==> src/rtl/sal_ref_ctrl_if.sv <==
// Refresh handshake between the refresh controller, the bank controllers and the command scheduler.
// The master side is the refresh controller.
interface sal_ref_ctrl_if #(
    parameter int BK_CNT = 8
);
    logic [BK_CNT-1:0] bk_idle;
    logic [BK_CNT-1:0] ref_pend;
    logic              ref_req;
    logic              ref_gnt;

    modport master (
        input  bk_idle,
        input  ref_gnt,
        output ref_pend,
        output ref_req
    );

    modport slave (
        output bk_idle,
        output ref_gnt,
        input  ref_pend,
        input  ref_req
    );
endinterface

==> src/rtl/sal_ref_ctrl.sv <==
// DDR2 auto-refresh controller: tREFI tick, owed-refresh bookkeeping, bank drain, REF request and tRFC hold-off.
// Optional macro SAL_REF_POSTPONE_EN postpones refresh while traffic is queued, until URGENT_TH refreshes are owed.
`ifndef DRAM_BK_CNT
`define DRAM_BK_CNT 8
`endif

module sal_ref_ctrl #(
    parameter int BK_CNT    = `DRAM_BK_CNT,
    parameter int REFI_W    = 16,
    parameter int RFC_W     = 8,
    parameter int MAX_OWED  = 8,
    parameter int URGENT_TH = 6,
    localparam int OWED_W   = $clog2(MAX_OWED + 1)
) (
    input  logic              clk,
    input  logic              rst_n,
    input  logic              ref_en_i,
    input  logic [REFI_W-1:0] t_refi_m1_i,
    input  logic [RFC_W-1:0]  t_rfc_m1_i,
    input  logic              traffic_i,
    sal_ref_ctrl_if.master    ref_if,
    output logic              rfc_busy_o,
    output logic [OWED_W-1:0] owed_cnt_o,
    output logic              ovf_err_o
);

    typedef enum logic [1:0] {
        ST_IDLE,
        ST_DRAIN,
        ST_REQ,
        ST_RFC
    } state_t;

    state_t              state_reg, state_next;
    logic [REFI_W-1:0]   refi_cnt_reg;
    logic [RFC_W-1:0]    rfc_cnt_reg, rfc_cnt_next;
    logic [OWED_W-1:0]   owed_reg, owed_next;
    logic                ovf_reg, ovf_next;
    logic                tick;
    logic                gnt_acc;
    logic                start_cond;

    assign tick    = ref_en_i && (refi_cnt_reg == '0);
    assign gnt_acc = (state_reg == ST_REQ) && ref_if.ref_gnt;

    // Start decisions look at the owed count including this cycle's tick, so a drain begins right after the tick.
`ifdef SAL_REF_POSTPONE_EN
    assign start_cond = (owed_next >= OWED_W'(URGENT_TH)) ||
                        ((owed_next != '0) && !traffic_i);
`else
    logic unused_cfg;
    assign unused_cfg = ^{traffic_i, URGENT_TH};
    assign start_cond = (owed_next != '0);
`endif

    always_ff @(posedge clk) begin
        if (!rst_n) begin
            refi_cnt_reg <= t_refi_m1_i;
        end else if (ref_en_i) begin
            refi_cnt_reg <= tick ? t_refi_m1_i : refi_cnt_reg - 1'b1;
        end
    end

    always_comb begin
        owed_next = owed_reg;
        ovf_next  = ovf_reg;
        if (tick && !gnt_acc) begin
            if (owed_reg == OWED_W'(MAX_OWED)) begin
                ovf_next = 1'b1;
            end else begin
                owed_next = owed_reg + 1'b1;
            end
        end else if (!tick && gnt_acc && (owed_reg != '0)) begin
            owed_next = owed_reg - 1'b1;
        end
    end

    always_comb begin
        state_next   = state_reg;
        rfc_cnt_next = rfc_cnt_reg;
        case (state_reg)
            ST_IDLE: begin
                if (ref_en_i && start_cond) begin
                    state_next = ST_DRAIN;
                end
            end
            ST_DRAIN: begin
                if (&ref_if.bk_idle) begin
                    state_next = ST_REQ;
                end
            end
            ST_REQ: begin
                if (ref_if.ref_gnt) begin
                    state_next   = ST_RFC;
                    rfc_cnt_next = t_rfc_m1_i;
                end
            end
            ST_RFC: begin
                if (rfc_cnt_reg == '0) begin
                    state_next = (ref_en_i && start_cond) ? ST_DRAIN : ST_IDLE;
                end else begin
                    rfc_cnt_next = rfc_cnt_reg - 1'b1;
                end
            end
            default: state_next = ST_IDLE;
        endcase
    end

    always_ff @(posedge clk) begin
        if (!rst_n) begin
            state_reg   <= ST_IDLE;
            rfc_cnt_reg <= '0;
            owed_reg    <= '0;
            ovf_reg     <= 1'b0;
        end else begin
            state_reg   <= state_next;
            rfc_cnt_reg <= rfc_cnt_next;
            owed_reg    <= owed_next;
            ovf_reg     <= ovf_next;
        end
    end

    assign ref_if.ref_pend = {BK_CNT{state_reg != ST_IDLE}};
    assign ref_if.ref_req  = (state_reg == ST_REQ);
    assign rfc_busy_o      = (state_reg == ST_RFC);
    assign owed_cnt_o      = owed_reg;
    assign ovf_err_o       = ovf_reg;

endmodule

==> src/flat_wrapper.sv <==
// flat-port wrapper written by rule: the top's interface ports become plain ports
module sal_ref_ctrl_flat 
#(
    parameter int BK_CNT    = `DRAM_BK_CNT,
    parameter int REFI_W    = 16,
    parameter int RFC_W     = 8,
    parameter int MAX_OWED  = 8,
    parameter int URGENT_TH = 6,
    localparam int OWED_W   = $clog2(MAX_OWED + 1)
)
  (clk, rst_n, ref_en_i, t_refi_m1_i, t_rfc_m1_i, traffic_i, rfc_busy_o, owed_cnt_o, ovf_err_o, ref_if_bk_idle, ref_if_ref_gnt, ref_if_ref_pend, ref_if_ref_req);
  sal_ref_ctrl_if #(.BK_CNT(BK_CNT)) ref_if_i ();
  input  logic clk;
  input  logic rst_n;
  input  logic ref_en_i;
  input  logic [REFI_W-1:0] t_refi_m1_i;
  input  logic [RFC_W-1:0] t_rfc_m1_i;
  input  logic traffic_i;
  output logic rfc_busy_o;
  output logic [OWED_W-1:0] owed_cnt_o;
  output logic ovf_err_o;
  input wire logic [$bits(ref_if_i.bk_idle)-1:0] ref_if_bk_idle;
  input wire logic [$bits(ref_if_i.ref_gnt)-1:0] ref_if_ref_gnt;
  output wire logic [$bits(ref_if_i.ref_pend)-1:0] ref_if_ref_pend;
  output wire logic [$bits(ref_if_i.ref_req)-1:0] ref_if_ref_req;
  assign ref_if_i.bk_idle = ref_if_bk_idle;
  assign ref_if_i.ref_gnt = ref_if_ref_gnt;
  assign ref_if_ref_pend = ref_if_i.ref_pend;
  assign ref_if_ref_req = ref_if_i.ref_req;
  sal_ref_ctrl #(.BK_CNT(BK_CNT), .REFI_W(REFI_W), .RFC_W(RFC_W), .MAX_OWED(MAX_OWED), .URGENT_TH(URGENT_TH)) u_core (.clk(clk), .rst_n(rst_n), .ref_en_i(ref_en_i), .t_refi_m1_i(t_refi_m1_i), .t_rfc_m1_i(t_rfc_m1_i), .traffic_i(traffic_i), .ref_if(ref_if_i), .rfc_busy_o(rfc_busy_o), .owed_cnt_o(owed_cnt_o), .ovf_err_o(ovf_err_o));
endmodule
==> config.mk <==
export PLATFORM = sky130hd
export DESIGN_NAME = sal_ref_ctrl_flat
export DESIGN_NICKNAME = d
export VERILOG_FILES = /design/src/rtl/sal_ref_ctrl_if.sv /design/src/rtl/sal_ref_ctrl.sv /design/src/flat_wrapper.sv
export SDC_FILE = /design/constraint.sdc
export NUM_CORES = 1
export LEC_CHECK = 0
export ABC_CLOCK_PERIOD_IN_PS = 2700
export BUFFER_PORTS_ARGS = -buffer_cell sky130_fd_sc_hd__buf_2
export CORE_ASPECT_RATIO = 0.75
export CORE_MARGIN = 2
export CORE_UTILIZATION = 48
export DETAILED_ROUTE_END_ITERATION = 8
export GPL_TIMING_DRIVEN = 1
export HOLD_SLACK_MARGIN = 0.05
export PLACE_DENSITY_LB_ADDON = 0.2
export SLEW_MARGIN = 15
export SYNTH_ARGS = -nofsm -noshare
export SYNTH_HDL_FRONTEND = slang
export SYNTH_SLANG_ARGS = --single-unit
==> constraint.sdc <==
create_clock -name clk -period 2.7 [get_ports clk]
set_clock_uncertainty 0.05 [all_clocks]
set_input_delay 0.54 -clock clk [delete_from_list [all_inputs] [get_ports clk]]
set_output_delay 0.54 -clock clk [all_outputs]
set_load 0.05 [all_outputs]
# Word-level counts from Yosys, hierarchy flattened
# Cells that the tools add are included.
[classes] bitwise_logic=0 div=0 n_mux=15 addsub=4 n_shift=0 n_lt_le_gt_ge=0 reduce_logical=19 n_mul=0 n_eq_ne=10
[ops] op="$mux W16" n=3
[ops] op="$logic_not A16 Y1" n=1
[ops] op="$mux W8" n=2
[ops] op="$pmux W8 S2" n=1
[ops] op="$sub A16 B1 Y16 const B" n=1
[ops] op="$mux W4" n=3
[ops] op="$logic_not A8 Y1" n=1
[ops] op="$mux W2" n=4
[ops] op="$ne A2 B1 Y1 const B" n=4
[ops] op="$pmux W2 S4" n=1
[ops] op="$reduce_and A8 Y1" n=1
[ops] op="$reduce_bool A4 Y1" n=2
[ops] op="$sub A8 B1 Y8 const B" n=1
[ops] op="$logic_and A1 B1 Y1" n=6
[ops] op="$add A4 B1 Y4 const B" n=1
[ops] op="$eq A2 B2 Y1 const B" n=2
[ops] op="$eq A4 B4 Y1 const B" n=1
[ops] op="$ne A2 B2 Y1 const B" n=2
[ops] op="$reduce_and A4 Y1" n=1
[ops] op="$reduce_bool A2 Y1" n=2
[ops] op="$sub A4 B1 Y4 const B" n=1
[ops] op="$reduce_and A3 Y1" n=1
[ops] op="$eq A2 B1 Y1 const B" n=1
[ops] op="$logic_not A1 Y1" n=2
[ops] op="3 further kinds" n=3
[totals] ram_bits=0 latchBits=0 mem_count=0 elab_cells=53 reg_bits=31 out_inout_bits=15 romBits=0

# Logic depth before layout (Yosys ltp)
# Gate-level depths: netlist of the first run.
[depth] ltp_word=12 depth_mapped=10

# Worst setup path before layout of the first run
# Ideal clock, no wire load.
[synth_timing] path_kind="register -> register" startpoint="register u_core.state_reg[0]" endpoint="register u_core.state_reg[0]" path_stages_with_launch=10 slack_ns=0.097 arrival_ns=2.423 n_path_buf=1 cell_sequence="dfxtp_1 -> inv_1 -> ha_1 -> and2_1 -> clkbuf_1 -> or3b_1 -> a311oi_2 -> nand4b_1 -> a311oi_1 -> a211oi_1"
[synth_via] elab_chain_len=11
[synth_lines] item="start: declaration" line="sal_ref_ctrl.sv:34" rtl="state_t state_reg, state_next;"
[synth_lines] item="start signal: assignment" line="sal_ref_ctrl.sv:116" rtl="state_reg <= state_next;"
[synth_lines] item="$eq A2 B2 Y1 (*)"
[synth_lines] item="net ref_if_ref_req" line="flat_wrapper.sv:25" rtl="output wire logic [$bits(ref_if_i.ref_req)-1:0] ref_if_ref_req;"
[synth_lines] item="$logic_and A1 B1 Y1" line="sal_ref_ctrl.sv:44" rtl="assign gnt_acc = (state_reg == ST_REQ) && ref_if.ref_gnt;"
[synth_lines] item="$logic_and A1 B1 Y1 (2 in series)" line="sal_ref_ctrl.sv:73" rtl="end else if (!tick && gnt_acc && (owed_reg != '0)) begin"
[synth_lines] item="$mux W4" line="sal_ref_ctrl.sv:73"
[synth_lines] item="$mux W4" line="sal_ref_ctrl.sv:67" rtl="if (tick && !gnt_acc) begin"
[synth_lines] item="$reduce_bool A4 Y1" line="sal_ref_ctrl.sv:53" rtl="assign start_cond = (owed_next != '0);"
[synth_lines] item="$logic_and A1 B1 Y1" line="sal_ref_ctrl.sv:83, sal_ref_ctrl.sv:100"
[synth_lines] item="$mux W1" line="sal_ref_ctrl.sv:100" rtl="state_next = (ref_en_i && start_cond) ? ST_DRAIN : ST_IDLE;"
[synth_lines] item="$mux W2" line="sal_ref_ctrl.sv:99" rtl="if (rfc_cnt_reg == '0) begin"
[synth_lines] item="$pmux W2 S4" line="sal_ref_ctrl.sv:81" rtl="case (state_reg)"
# Mark *: on every way through the listed nets, which the timed path passes. The rest lies on a longest branch. The select of a mux whose other input is x is not followed.
# A chain may end at the register's enable or synchronous reset.

# Final worst setup path of the first run
[layout_timing] startpoint="register u_core.refi_cnt_reg[8]" endpoint="register u_core.state_reg[0]"
[layout_via] elab_chain_len=12
[layout_lines] item="start: declaration" line="sal_ref_ctrl.sv:35" rtl="logic [REFI_W-1:0] refi_cnt_reg;"
[layout_lines] item="start signal: assignment" line="sal_ref_ctrl.sv:58" rtl="refi_cnt_reg <= t_refi_m1_i;"
[layout_lines] item="start signal: assignment" line="sal_ref_ctrl.sv:60" rtl="refi_cnt_reg <= tick ? t_refi_m1_i : refi_cnt_reg - 1'b1;"
[layout_lines] item="$logic_not A16 Y1 (*)" line="sal_ref_ctrl.sv:43" rtl="assign tick = ref_en_i && (refi_cnt_reg == '0);"
[layout_lines] item="$logic_and A1 B1 Y1 (*)" line="sal_ref_ctrl.sv:43"
[layout_lines] item="$logic_not A1 Y1" line="sal_ref_ctrl.sv:73"
[layout_lines] item="$logic_and A1 B1 Y1 (2 in series)" line="sal_ref_ctrl.sv:73"
[layout_lines] item="$mux W4" line="sal_ref_ctrl.sv:73"
[layout_lines] item="$mux W4 (*)" line="sal_ref_ctrl.sv:67"
[layout_lines] item="$reduce_bool A4 Y1 (*)" line="sal_ref_ctrl.sv:53"
[layout_lines] item="$logic_and A1 B1 Y1 (*)" line="sal_ref_ctrl.sv:83, sal_ref_ctrl.sv:100"
[layout_lines] item="$mux W1" line="sal_ref_ctrl.sv:100"
[layout_lines] item="$mux W2" line="sal_ref_ctrl.sv:99"
[layout_lines] item="$pmux W2 S4" line="sal_ref_ctrl.sv:81"
# Mark *: on every way between the ends. The rest lies on a longest branch, timed or not. The select of a mux whose other input is x is not followed.

==> impl_metrics.json, run 1 <==
{
  "insertedDiodeCount": 0,
  "synth_flop_cell": "edfxtp_1",
  "place_congestion": 0.823,
  "die-width_um": 81.1,
  "num_vias": 2027,
  "largest_reg_flops": 16,
  "yosys.area_share.simple_pct": 23.7,
  "antenna_left": 0,
  "yosysWarnings": 0,
  "grt_use_total_pct": 21.0,
  "syn2layout_area_growth_pct": 22.4,
  "start_util_pct": 51.5,
  "final_cell_count_no_fill": 360,
  "yosysSeqAreaShare_pct": 36.5,
  "worstSetupStartpointType": "flip-flop",
  "die_h_um": 61.8,
  "grt_pass1_vias": 1727,
  "synth_compound_area_share_pct": 19.4,
  "cts_tree": "yes",
  "min_to": "u_core.ovf_err_o$_SDFFE_PN0P_",
  "die_area_um2": 5010,
  "htree_levels": 2,
  "finalHoldViolations": 0,
  "endpoint_kind": "flip-flop",
  "io_buffers": 50,
  "whs_path_depth": 2,
  "fmax_ghz": 0.371,
  "power.leakage_nw": 1.10,
  "finalPower_mw": 1.55,
  "hold_ws_ns": 0.424,
  "dr.pass1.iters": 4,
  "synth-async-reset-ratio_pct": 0,
  "max_cap_viol_count": 0,
  "fin_nets": 352,
  "vias_per_cell": 5.63,
  "synth-xor-area-share_pct": 4.91,
  "synth_mux_area_share_pct": 2.40,
  "status": "completed",
  "syn_nets": 295,
  "final_cell_area_um2": 2620,
  "clock_path_buffers": 2,
  "cp.arrival_ns": 2.82,
  "setup_slack_ns": 0.00533,
  "rrSetupSlack_ns": 0.005,
  "reg2reg_from": "u_core.refi_cnt_reg[8]$_DFFE_PP_",
  "synth_seq_cells": 31,
  "grt_max_degree": 17,
  "drc_errors": 0,
  "reg2regPathDepth": 7,
  "hold_path_startpoint": "u_core.ovf_err_o$_SDFFE_PN0P_",
  "avgRoutedWirePerCell_um": 13.9,
  "synthDistinctLibCells": 53,
  "reg2reg_to": "u_core.state_reg[0]$_SDFFE_PN0P_",
  "synth_fa_ha_area_share_pct": 6.43,
  "antenna_found_initial": 0,
  "row_count": 20,
  "grt_pass1_wl_um": 7820,
  "hold_buffers": 0,
  "post-route-util_pct": 63.0,
  "cts.clk_slew.worst_paths_ns": 0.07,
  "post-place-ws_ns": -0.0780,
  "ir_drop_mv": 0.730,
  "placed_area_um2": 2460,
  "max_slew_margin_pct": 54.1,
  "powerDensity_nw_per_um2": 593,
  "criticalPathCategory": "reg -> reg",
  "hold_class": "reg -> reg",
  "fin_tns_setup_ns": 0,
  "setup-violations-final": 0,
  "clockRootBuffer": "clkbuf_8",
  "grt_remaining_overflow": 0,
  "avgSynthCellArea_um2": 8.66,
  "post-route-min-period_ns": 2.69,
  "synth_top_family_by_area": "simple AND/OR/NAND/NOR gates",
  "drt_iter0_drc": 76,
  "clock_sinks": 31,
  "dp_hpwl_um": 3640,
  "crit_required_ns": 2.83,
  "synth-edff-count": 16,
  "maxSlewViolCount": 0,
  "synth_cells": 247,
  "cts_buffers": 5,
  "io_pins": 52,
  "fin_crit_sh_pct": 99.8,
  "rsz0062_at_grt": "yes",
  "syn_area_um2": 2140,
  "clock_latency_ns": 0.29,
  "placed_cells": 348,
  "drive_gt1_share_pct": 29.2,
  "crit_fanout": 4,
  "finalWirelength_um": 4990,
  "tightest_slew_ns": 0.683,
  "coreArea_um2": 4150
}
[worst max-delay path, stage by stage, from the launching register on]
cell,delay (ns)
edfxtp_1,0.40
or4_4,0.55
nand4b_4,0.21
or3b_1,0.39
a311oi_2,0.28
nand4b_1,0.26
a311oi_2,0.36
a211oi_2,0.10
[cells in the mapped netlist, drive strengths merged (3+ instances only)]
| cell | instances | area, um^2 |
|---|---|---|
| nand2 | 25 | 93.8 |
| nor2 | 25 | 93.8 |
| o21ai | 25 | 125 |
| edfxtp | 16 | 480 |
| dfxtp | 15 | 300 |
| inv | 14 | 52.6 |
| a21oi | 12 | 60.1 |
| ha | 11 | 138 |
| xnor2 | 10 | 87.6 |
| clkbuf | 9 | 33.8 |
| buf | 7 | 52.6 |
| nor3 | 6 | 30.0 |
| nor4 | 6 | 58.8 |
| nand4 | 5 | 31.3 |
| a21o | 4 | 30.0 |
| and2 | 4 | 25.0 |
| mux2i | 4 | 40.0 |
| or3 | 4 | 25.0 |
| a41oi | 3 | 26.3 |
| nand3 | 3 | 15.0 |
[per-layer routing]
| metal | global-route usage, % | wire length (um) | up-vias | share of wire, % |
|---|---|---|---|---|
| met1 | 30.1 | 2530 | 938 | 51 |
| met5 | 0 | 0 | - | 0 |
| li1 | - | - | 1008 | - |
| met4 | 9.69 | 81 | 0 | 1.6 |
| met3 | 4.34 | 298 | 10 | 6.0 |
| met2 | 30.8 | 2080 | 71 | 42 |
[worst max path at each step]
stage / startpoint / end / slack, ns / depth (start not counted)
2_1_floorplan: u_core.state_reg[0]$_SDFFE_PN0P_ / u_core.state_reg[0]$_SDFFE_PN0P_ / 0.1 / 9
3_3_place_gp: ref_en_i / u_core.state_reg[0]$_SDFFE_PN0P_ / 0.007 / 9
3_5_place_dp: ref_en_i / u_core.state_reg[0]$_SDFFE_PN0P_ / -0.08 / 10
4_1_cts: u_core.refi_cnt_reg[0]$_DFFE_PP_ / u_core.state_reg[0]$_SDFFE_PN0P_ / 0.003 / 10
5_1_grt: u_core.refi_cnt_reg[1]$_DFFE_PP_ / u_core.state_reg[0]$_SDFFE_PN0P_ / -0.11 / 10
6_report: u_core.refi_cnt_reg[8]$_DFFE_PP_ / u_core.state_reg[0]$_SDFFE_PN0P_ / 0.005 / 7
[cells in the final DEF, fill, tap and decap left out, drive strengths merged, types with 10 or more instances in the layout]
cell type	synthesis	routed
buf	7	66
a21oi	12	12
xnor2	10	10
ha	11	11
inv	14	14
edfxtp	16	16
nor2	25	25
nand2	25	25
dfxtp	15	15
o21ai	25	25
[cell families after synthesis]
group                    count (synthesis)
AO/OA/AOI/OAI                           64
buffers and inverters                   31
multiplexers                             5
flip-flops                              31
adder cells (fa/ha/maj)                 11
AND/OR/NAND/NOR                         93
XOR/XNOR                                12
[area by class of cell]
class | count | area, um^2
multi-input combinational | 185 | 1260
timing repair buffer | 66 | 370
clock inverter | 2 | 7.51
tap | 55 | 68.8
fill | 379 | 1540
inverter | 15 | 56.3
clock buffer | 6 | 72.6
sequential | 31 | 781
[timing repair]
item	CTS	global route
gates resized for setup	2	7
endpoints found under the setup margin	1	2
hold endpoints to repair	0	0
pin swaps	2	5
buffers inserted	0	4
[where the power goes]
part / internal [mW] / leakage [nW] / switching, mW / total, mW
Clock: 0.175 / 0.0403 / 0.175 / 0.351
Sequential: 0.545 / 0.287 / 0.0421 / 0.587
Combinational: 0.184 / 0.776 / 0.430 / 0.614
(Power assumes the default switching activity.)
==> run 2, diff against run 1 <==
ABC_AREA = 1   (was not set)
CORE_UTILIZATION = 49   (was 48)
==> run 2 against run 1 <==
Setup slack improved by 0.57 ns. Area after synthesis rose by 2.0%. Final cell count rose by 8.1%. Count of clock-buffer cells in the layout rose by 2. Critical path type unchanged. Wire length fell by 13%. Largest cell class unchanged. Hold slack got worse by 0.0060 ns. Critical path depth rose by 9. Die area barely moved. Clock power barely moved.
==> impl_metrics.json, run 2 <==
{
  "drt_iter0_drc": 69,
  "grt_pass1_wl_um": 7280,
  "max_cap_viol_count": 0,
  "grt_remaining_overflow": 0,
  "io_pins": 52,
  "place_congestion": 0.851,
  "path_cells": "inv_1 -> ha_1 -> nand2_1 -> a21oi_2 -> nand2_4 -> nand2_1 -> nand2_1 -> nand2_1 -> nand2_1 -> nor2_1 -> nand2_1 -> nand2_1 -> nand2_2 -> nand3_1 -> nand2_1 -> a21oi_2",
  "row_count": 20,
  "post-route-util_pct": 60.6,
  "post-route-min-period_ns": 2.13,
  "ir_drop_mv": 0.260,
  "rsz0062_at_grt": "no",
  "post_cts_buffers": 0,
  "drc_errors": 0,
  "largest_reg_flops": 16,
  "cp.arrival_ns": 2.29,
  "max_slew_margin_pct": 60.9,
  "power.leakage_nw": 1.15,
  "die-width_um": 81.1,
  "clock_path_buffers": 2,
  "powerDensity_nw_per_um2": 413,
  "io_buffers": 50,
  "finalWirelength_um": 4350,
  "synthTopCellsByCount": "53 x nand2_1, 35 x nor2_1, 31 x inv_1",
  "final_common_cell": "nand2_1",
  "yosysWarnings": 0,
  "slowest_delay_ns": 0.35,
  "synth-edff-count": 16,
  "fin_crit_sh_pct": 78.7,
  "final_cell_mix": "53 x nand2_1, 50 x buf_2, 35 x nor2_1",
  "setup-violations-final": 0,
  "crit_required_ns": 2.87,
  "cts_tree": "yes",
  "pwr-share-clk_pct": 34.1,
  "drive_gt1_share_pct": 23.1,
  "synthDistinctLibCells": 35,
  "dr.pass1.iters": 4,
  "cts_buffers": 5,
  "grt_max_degree": 17,
  "synth_cells": 287,
  "htree_levels": 2,
  "synth_top_area_share_pct": 22.0,
  "seqPwrFrac_pct": 53.8,
  "p_comb_share_pct": 12.1,
  "status": "completed",
  "fmax_ghz": 0.470,
  "endpoint_kind": "flip-flop",
  "hold_class": "reg -> reg",
  "die_area_um2": 5010,
  "hold_buffers": 0,
  "clock_latency_ns": 0.28,
  "grt_pass1_vias": 1617,
  "syn_area_um2": 2180,
  "syn2layout_area_growth_pct": 15.2,
  "antenna_left": 0,
  "clockRootBuffer": "clkbuf_8",
  "maxSlewViolCount": 0,
  "avgRoutedWirePerCell_um": 11.2,
  "internal-power_mw": 0.772,
  "critPathTopFamily": "simple AND/OR/NAND/NOR gates",
  "antenna_found_initial": 0,
  "insertedDiodeCount": 0,
  "grt_use_total_pct": 19.2,
  "fin_tns_setup_ns": 0,
  "synth_seq_cells": 31,
  "synth_most_common_cell": "nand2_1",
  "synthTopCellsByArea": "edfxtp_1 22%, dfxtp_1 14%, nand2_1 9.1%",
  "crit_fanout": 5,
  "power_switching_mw": 0.268,
  "worstSetupStartpointType": "flip-flop",
  "setup_slack_ns": 0.574,
  "vias_per_cell": 4.94,
  "die_h_um": 61.8,
  "criticalPathCategory": "reg -> reg",
  "synth_top_area_cell": "edfxtp_1",
  "worst_path_max_delay_cell": "dfxtp_1",
  "avgSynthCellArea_um2": 7.61,
  "finalHoldViolations": 0,
  "num_vias": 1923,
  "cts.repair.resized": 0,
  "switching_share_pct": 25.8,
  "coreArea_um2": 4150,
  "crit_buf_inv": 1,
  "dp_hpwl_um": 3310,
  "clock_sinks": 31,
  "synth-async-reset-ratio_pct": 0,
  "post-place-ws_ns": 0.549,
  "tightest_slew_ns": 0.583,
  "syn_nets": 335,
  "start_util_pct": 52.6,
  "yosysSeqAreaShare_pct": 35.8,
  "crit_path_frequent_cell": "nand2_1",
  "fin_nets": 381,
  "synth_flop_cell": "edfxtp_1",
  "cts.clk_slew.worst_paths_ns": 0.06
}
## run 2: cell types whose count changed after synthesis, sizes merged, moves of 4 or more
| cell | change |
|---|---|
| nor2 | +16 |
| nor3 | -4 |
| inv | +18 |
| nand3 | +19 |
| and2 | -4 |
| nand2 | +34 |
| xor2 | +9 |
| o21ai | -7 |
| clkbuf | -6 |
| or3 | -4 |
| a21o | -4 |
| a31oi | +5 |
## run 2: worst register-to-register path: stages (launching register included)
cell     delay, ns
dfxtp_1       0.35
inv_1         0.12
ha_1          0.22
nand2_1       0.15
a21oi_2       0.27
nand2_4       0.11
nand2_1       0.07
nand2_1       0.05
nand2_1       0.07
nand2_1       0.06
nor2_1        0.10
nand2_1       0.07
nand2_1       0.08
nand2_2       0.07
nand3_1       0.07
nand2_1       0.06
a21oi_2       0.11
## run 2: stage by stage
step | instances | area [um^2] | hold WS (ns) | total power [mW]
floorplan | 287 | 2180 | 0.422 | 0.648
global placement | 381 | 2440 | 0.399 | 0.694
detailed placement | 381 | 2440 | 0.412 | 0.696
CTS | 389 | 2520 | 0.427 | 1.05
global route | 389 | 2520 | 0.468 | 1.09
finish | 389 | 2520 | 0.418 | 1.04
## run 2: metal layers
layer	GRT usage (%)	wire length [um]	up-vias
met5	0	0	-
met3	5.06	221	7
met1	27.5	2290	840
li1	-	-	1033
met2	28.0	1770	43
met4	7.26	65	0
## run 2: logic make-up after synthesis
logic type / count (synthesis) / share of synthesized area [%]
adder cells (fa/ha/maj): 11 / 6.30
AO/OA/AOI/OAI: 46 / 12.2
flip-flops: 31 / 35.8
XOR/XNOR: 18 / 7.22
AND/OR/NAND/NOR: 134 / 28.8
multiplexers: 1 / 0.458
buffers and inverters: 46 / 9.23
## run 2: layout make-up
cell class	instances	area, um^2
Sequential cell	31	781
Inverter	34	128
Timing Repair Buffer	51	258
Tap cell	55	68.8
Fill cell	405	1640
Clock buffer	8	80.1
Multi-Input combinational cell	210	1200
## run 2: power by group through the flow
stage / registers, mW / logic, mW / clock network, mW
final: 0.560 / 0.126 / 0.354
after global routing: 0.565 / 0.147 / 0.378
after CTS: 0.560 / 0.127 / 0.363
after detailed placement: 0.570 / 0.126 / 0
after global placement: 0.569 / 0.125 / 0
after floorplan: 0.564 / 0.0832 / 0
## run 2: final timing paths
check	cells past startpoint	start	slack [ns]	end
max	16	u_core.state_reg[0]$_SDFFE_PN0P_	0.57	u_core.state_reg[0]$_SDFFE_PN0P_
min	2	u_core.ovf_err_o$_SDFFE_PN0P_	0.42	u_core.ovf_err_o$_SDFFE_PN0P_
max reg2reg	16	u_core.state_reg[0]$_SDFFE_PN0P_	0.57	u_core.state_reg[0]$_SDFFE_PN0P_
min reg2reg	2	u_core.ovf_err_o$_SDFFE_PN0P_	0.42	u_core.ovf_err_o$_SDFFE_PN0P_
